--- config.mk ---
export PLATFORM = sky130hd
export DESIGN_NAME = spi_master
export DESIGN_NICKNAME = d
export VERILOG_FILES = /design/src/rtl/spi_master.sv
export SDC_FILE = /design/constraint.sdc
export NUM_CORES = 1
export LEC_CHECK = 0
export ABC_AREA = 1
export CORE_ASPECT_RATIO = 0.6
export CORE_MARGIN = 4
export CORE_UTILIZATION = 56
export DETAILED_ROUTE_END_ITERATION = 10
export PLACE_DENSITY_LB_ADDON = 0.15
export SLEW_MARGIN = 30
export SYNTH_ARGS = -nofsm -noshare
export SYNTH_HDL_FRONTEND = slang
export SYNTH_SLANG_ARGS = --single-unit
export TNS_END_PERCENT = 100
--- constraint.sdc ---
create_clock -name clk -period 3.4 [get_ports clk]
set_input_delay 1.02 -clock clk [delete_from_list [all_inputs] [get_ports clk]]
set_output_delay 1.02 -clock clk [all_outputs]
set_load 0.02 [all_outputs]
--- src/rtl/spi_master.sv ---
// spi_master: serialises a 10-bit command word onto SS_n/MOSI, one bit per clk,
// and shifts in the 8-bit MISO reply on rd-data frames.
module spi_master #(
   parameter int TURNAROUND = 2,
   parameter int GAP_CYCLES = 1
) (
   input  logic       clk,
   input  logic       rst_n,
   input  logic       start,
   input  logic [9:0] cmd_data,
   output logic       busy,
   output logic       done,
   output logic [7:0] rd_data,
   output logic       rd_valid,
   output logic       SS_n,
   output logic       MOSI,
   input  logic       MISO
);
   typedef enum logic [2:0] {IDLE, CMD, SHIFT, WAIT, RECV, GAP} state_t;
   localparam logic [3:0] TA_LAST  = 4'(TURNAROUND - 1);
   localparam logic [3:0] GAP_LAST = 4'(GAP_CYCLES - 1);
   state_t     state, state_d;
   logic [3:0] cnt, cnt_d;
   logic [9:0] sr, sr_d;
   logic [7:0] rx, rx_d, rd_data_d;
   logic       busy_d, done_d, rd_valid_d, ss_n_d, mosi_d;
   always_comb begin
      state_d    = state;
      cnt_d      = cnt + 4'd1;
      sr_d       = sr;
      rx_d       = rx;
      rd_data_d  = rd_data;
      busy_d     = busy;
      done_d     = 1'b0;
      rd_valid_d = 1'b0;
      ss_n_d     = SS_n;
      mosi_d     = 1'b0;
      case (state)
         IDLE: begin
            cnt_d = '0;
            if (start) begin
               state_d = CMD;
               sr_d    = cmd_data;
               busy_d  = 1'b1;
               ss_n_d  = 1'b0;
               mosi_d  = cmd_data[9];
            end
         end
         CMD: begin
            state_d = SHIFT;
            mosi_d  = sr[9];
         end
         SHIFT: begin
            if (cnt == 4'd9) begin
               state_d = sr[9:8] == 2'b11 ? WAIT : GAP;
               ss_n_d  = sr[9:8] != 2'b11;
               done_d  = sr[9:8] != 2'b11;
            end else begin
               mosi_d = sr[4'd8 - cnt];
            end
         end
         WAIT: state_d = cnt == TA_LAST ? RECV : WAIT;
         RECV: begin
            rx_d = {rx[6:0], MISO};
            if (cnt == 4'd7) begin
               state_d    = GAP;
               ss_n_d     = 1'b1;
               done_d     = 1'b1;
               rd_valid_d = 1'b1;
               rd_data_d  = rx_d;
            end
         end
         GAP: begin
            if (cnt == GAP_LAST) begin
               state_d = IDLE;
               busy_d  = 1'b0;
            end
         end
         default: state_d = IDLE;
      endcase
      if (state_d != state) cnt_d = '0;
   end
   always_ff @(posedge clk) begin
      if (!rst_n) begin
         state    <= IDLE;
         cnt      <= '0;
         sr       <= '0;
         rx       <= '0;
         rd_data  <= '0;
         busy     <= 1'b0;
         done     <= 1'b0;
         rd_valid <= 1'b0;
         SS_n     <= 1'b1;
         MOSI     <= 1'b0;
      end else begin
         state    <= state_d;
         cnt      <= cnt_d;
         sr       <= sr_d;
         rx       <= rx_d;
         rd_data  <= rd_data_d;
         busy     <= busy_d;
         done     <= done_d;
         rd_valid <= rd_valid_d;
         SS_n     <= ss_n_d;
         MOSI     <= mosi_d;
      end
   end
endmodule

### After elaboration in Yosys (flattened, before gate mapping)

Cells that the tools add are included.

* add/subtract/negate cells: 2
* magnitude comparators: 1
* eq/ne operators: 15
* mux-type cells: 22
* bitwise logic cells: 1
* reductions and logical operators: 10

Operator list (number)
* $mux W3: 6
* $pmux W3 S6: 1
* $mux W1: 10
* $ne A2 B2 Y1 const B: 5
* $eq A3 B2 Y1 const B: 2
* $eq A3 B3 Y1 const B: 2
* $pmux W1 S3: 2
* $reduce_and A2 Y1: 3
* $lt A4 B5 Y1 const B: 1
* $add A4 B1 Y4 const B: 1
* $bmux W1 S4: 1
* $eq A4 B1 Y1 const B: 1
* $eq A4 B3 Y1 const B: 1
* $eq A4 B4 Y1 const B: 1
* $logic_not A4 Y1: 1
* $pmux W1 S2: 2
* $reduce_and A4 Y1: 1
* $sub A4 B4 Y4 const A: 1
* $eq A3 B1 Y1 const B: 1
* $logic_not A3 Y1: 1
* $ne A3 B3 Y1: 1
* $reduce_and A3 Y1: 1
* $reduce_bool A3 Y1: 1
* $reduce_or A3 Y1: 1
* other kinds (3): 3

* register bits after elaboration: 37
* bits of input ports: 14
* output and inout port bits: 13
* logic and storage cells: 61

### Longest topological paths before layout

* word-level depth: 6
* gate-level depth with buffers: 11
* depth with buffers taken out: 10

### Worst setup path before layout

Ideal clock, no wire load.

* path kind: input-to-reg
* start: in rst_n
* end: reg cnt[0]
* library setup time: 0.064 ns
* arrival time: 1.751 ns
* required time: 3.336 ns
* setup slack: 1.585 ns
* stages: 7
* buffers on the path: 1
* path through: buf_2 inv_1 a21oi_1 nand4_1 nor2_2 nand2_2 nor2_1

* word-level cells in the longest chain between the ends: 2

Ends and longest elaborated chain
* start, declared: line 8 `input logic rst_n,`
* $not A1 Y1 (no source line)
* $reduce_or A3 Y1 (no source line)
* end signal, assigned: line 97 `cnt <= cnt_d;`
* end, declared: line 23 `logic [3:0] cnt, cnt_d;`

Every way passes these cells.
A chain may end at the register's enable or synchronous reset.

### Final worst setup path

* start: reg rd_data[6]
* end: out rd_data[6]

RTL lines
* start, declared: line 13 `output logic [7:0] rd_data,`
* start signal, assigned: line 100 `rd_data <= rd_data_d;`

No word-level cell between the ends.

==> metrics.cfg <==
[clock_network]
cts_htree_levels = 2
cts_setup_buffers = 0
clock_latency_ps = 300
root_buffer = clkbuf_8
cts_hold_buf = 0
cts.sinks = 37
tritoncts = done
cts_buffers = 5
clkTransAtPathRegs_ps = 80
cts_buffer_depth = 2
ctsResizeCount = 0

[sta]
tns_ps = 0
slew_headroom = 0.744
drv_slew = 0
worstMarginPinSlew_ps = 384
fin_crit_ps = 2320
fin_hold_ws_ps = 449
fin_skew_ps = 10.4
setup_viol = 0
grt_setup_unrepaired = no
hold_viol = 0
max_freq_ghz = 0.430
finalCritPeriodShare = 0.683

[critical_path]
cp.arrival_ps = 1300
slowest_delay_ps = 640
path_depth = 1
slowest_stage = clkdlybuf4s50_1
reg2reg_slack_ps = 1610
crit_path_end = rd_data[6]
r2r-end = MOSI
worstPathRequired_ps = 2380
crit_fanout = 2
crit_family = buffers and inverters
startpoint = rd_data[6]
end_kind = primary output
reg2reg_from = cnt[0]
cp_num_buf_inv = 1
critPathLaunchType = register
path_class = register to primary output
worstPathCellList = clkdlybuf4s50_1
r2r_cells = 9

[global_route]
grt_pass1_wl_um = 6070
grt-ovfl-total = 0
antenna_found_initial = 0
first_global_vias = 1308
grt_max_degree = 28
grt_use_total = 0.204

[routing]
wl_met1_um = 1970
drt-pass1-iter-count = 4
routed_wl_um = 3680
drtAntennaViolNets = 0
avgRoutedWirePerCell_um = 12.6
met3WireLength_um = 253
drcViolationCount = 0
num_vias = 1477
drt_iter0_markers = 106
top_layer = met4
viasPerCell = 5.04
met2_length_um = 1400

[power_and_ir_drop]
p_total_uw = 902
peakVddDrop_mv = 0.329
powerDensity_nw_per_um2 = 441
p_leak_nw = 0.875

[final_layout]
mostFrequentLayoutCells = 38 x nor2_1, 37 x dfxtp_1, 29 x nand2_1, 26 x clkdlybuf4s50_1, 20 x o21ai_0
diodes = 0
drive_gt1_frac = 0.127
design_area_sq_um = 2050
final_common_cell = nor2_1
nets = 267
syn_to_final_growth_pct = 22.6

[synthesis]
synth_top_area_frac = 0.444
synth_cell_type_count = 27
synthTopCellsByArea = dfxtp_1 44%, nor2_1 8.5%, nand2_1 6.5%
syn_inst = 222
ys_seq_area_frac = 0.444
synth_area_sq_um = 1670
synth_area_per_cell_sq_um = 7.52
yosysWarnings = 0
synth_seq_cells = 37
yosys.area.top_type = dfxtp_1
synthesis.nets = 239

[floorplanning]
fp-row-count = 15
dieArea_sq_um = 3950
placeableCoreArea_sq_um = 2850
die_h_um = 50.3
io_pins = 27
initial_utilization = 0.585
die_x_um = 78.5

[min_path]
min_path_type = register to register

[place]
numPortBuffers = 26
hpwl_um = 2690
globalplace.congestion = 0.879
place_area_sq_um = 1960

[run]
cap_violations = 0

[run_status]
status = completed

## state kept, by name (all words and copies together) (netlist names)
signal / flops
MOSI: 1
SS_n: 1
busy: 1
cnt: 4
done: 1
rd_data: 8
rd_valid: 1
rx: 7
sr: 10
state: 3
## kinds of logic after synthesis
kind of cell / after synthesis / synth area share
and+or+nand+nor: 101 / 0.283
buffers and inverters: 33 / 0.0825
xor gates and xnor gates: 4 / 0.0210
adders and majority gates: 3 / 0.0225
DFF: 37 / 0.444
AOI/OAI and AO/OA: 44 / 0.147
## area by class of cell
cell class / instances / area, sq um
flip-flops and latches: 37 / 741
clock buffers: 5 / 68.8
inverters: 27 / 104
repair buffers: 27 / 268
multi-input cells: 152 / 791
fillers: 258 / 806
well taps: 42 / 52.6
clock inverters: 3 / 22.5
## routing by layer
layer | vias up | GRT usage
li1 | 777 | -
met1 | 646 | 0.297
met2 | 47 | 0.276
met3 | 7 | 0.0573
met4 | 0 | 0.0959
met5 | - | 0
## cells in the mapped netlist, drive strengths merged
cell type and instances:
buf 4, a31oi 3, dfxtp 37, ha 3, nand4 5, o31ai 1, nor2 44, nor4 1
clkbuf 2, inv 27, a21oi 14, xor2 2, xnor2 2, nand2 31, nor3 1, o21ai 26
nand3 19
## power by group
group          total (mW)  internal (mW)  switching, mW  leakage, nW
logic               0.131         0.0542         0.0772        0.537
registers           0.466          0.453         0.0132        0.301
clock network       0.305          0.144          0.161       0.0364
## worst register-to-register path, stage by stage, from the launching register on
cell,delay [ps]
dfxtp_1,550
inv_2,150
ha_1,370
inv_1,150
nand3_1,100
nand3_1,80
nand3_1,80
nand2_1,60
nand2_1,50
a21oi_1,120
## worst min path at each step
| stage | cells after the start | startpoint | to |
|---|---|---|---|
| 2_1_floorplan | 2 | rx[5] | rd_data[6] |
| 3_3_place_gp | 2 | rx[5] | rd_data[6] |
| 3_5_place_dp | 2 | rx[5] | rd_data[6] |
| 4_1_cts | 2 | rx[5] | rd_data[6] |
| 5_1_grt | 2 | rx[5] | rd_data[6] |
| 6_report | 2 | rx[5] | rd_data[6] |
## metrics by stage
stage / std cells / setup slack, ps / util
after floorplan: 222 / 1580 / -
after global placement: 285 / 1140 / 0.686
after detailed placement: 285 / 1110 / 0.686
after CTS: 293 / 1070 / 0.718
after global routing: 293 / 1050 / 0.718
final: 293 / 1080 / 0.718
Note: power is estimated with default switching activity, not from simulation.
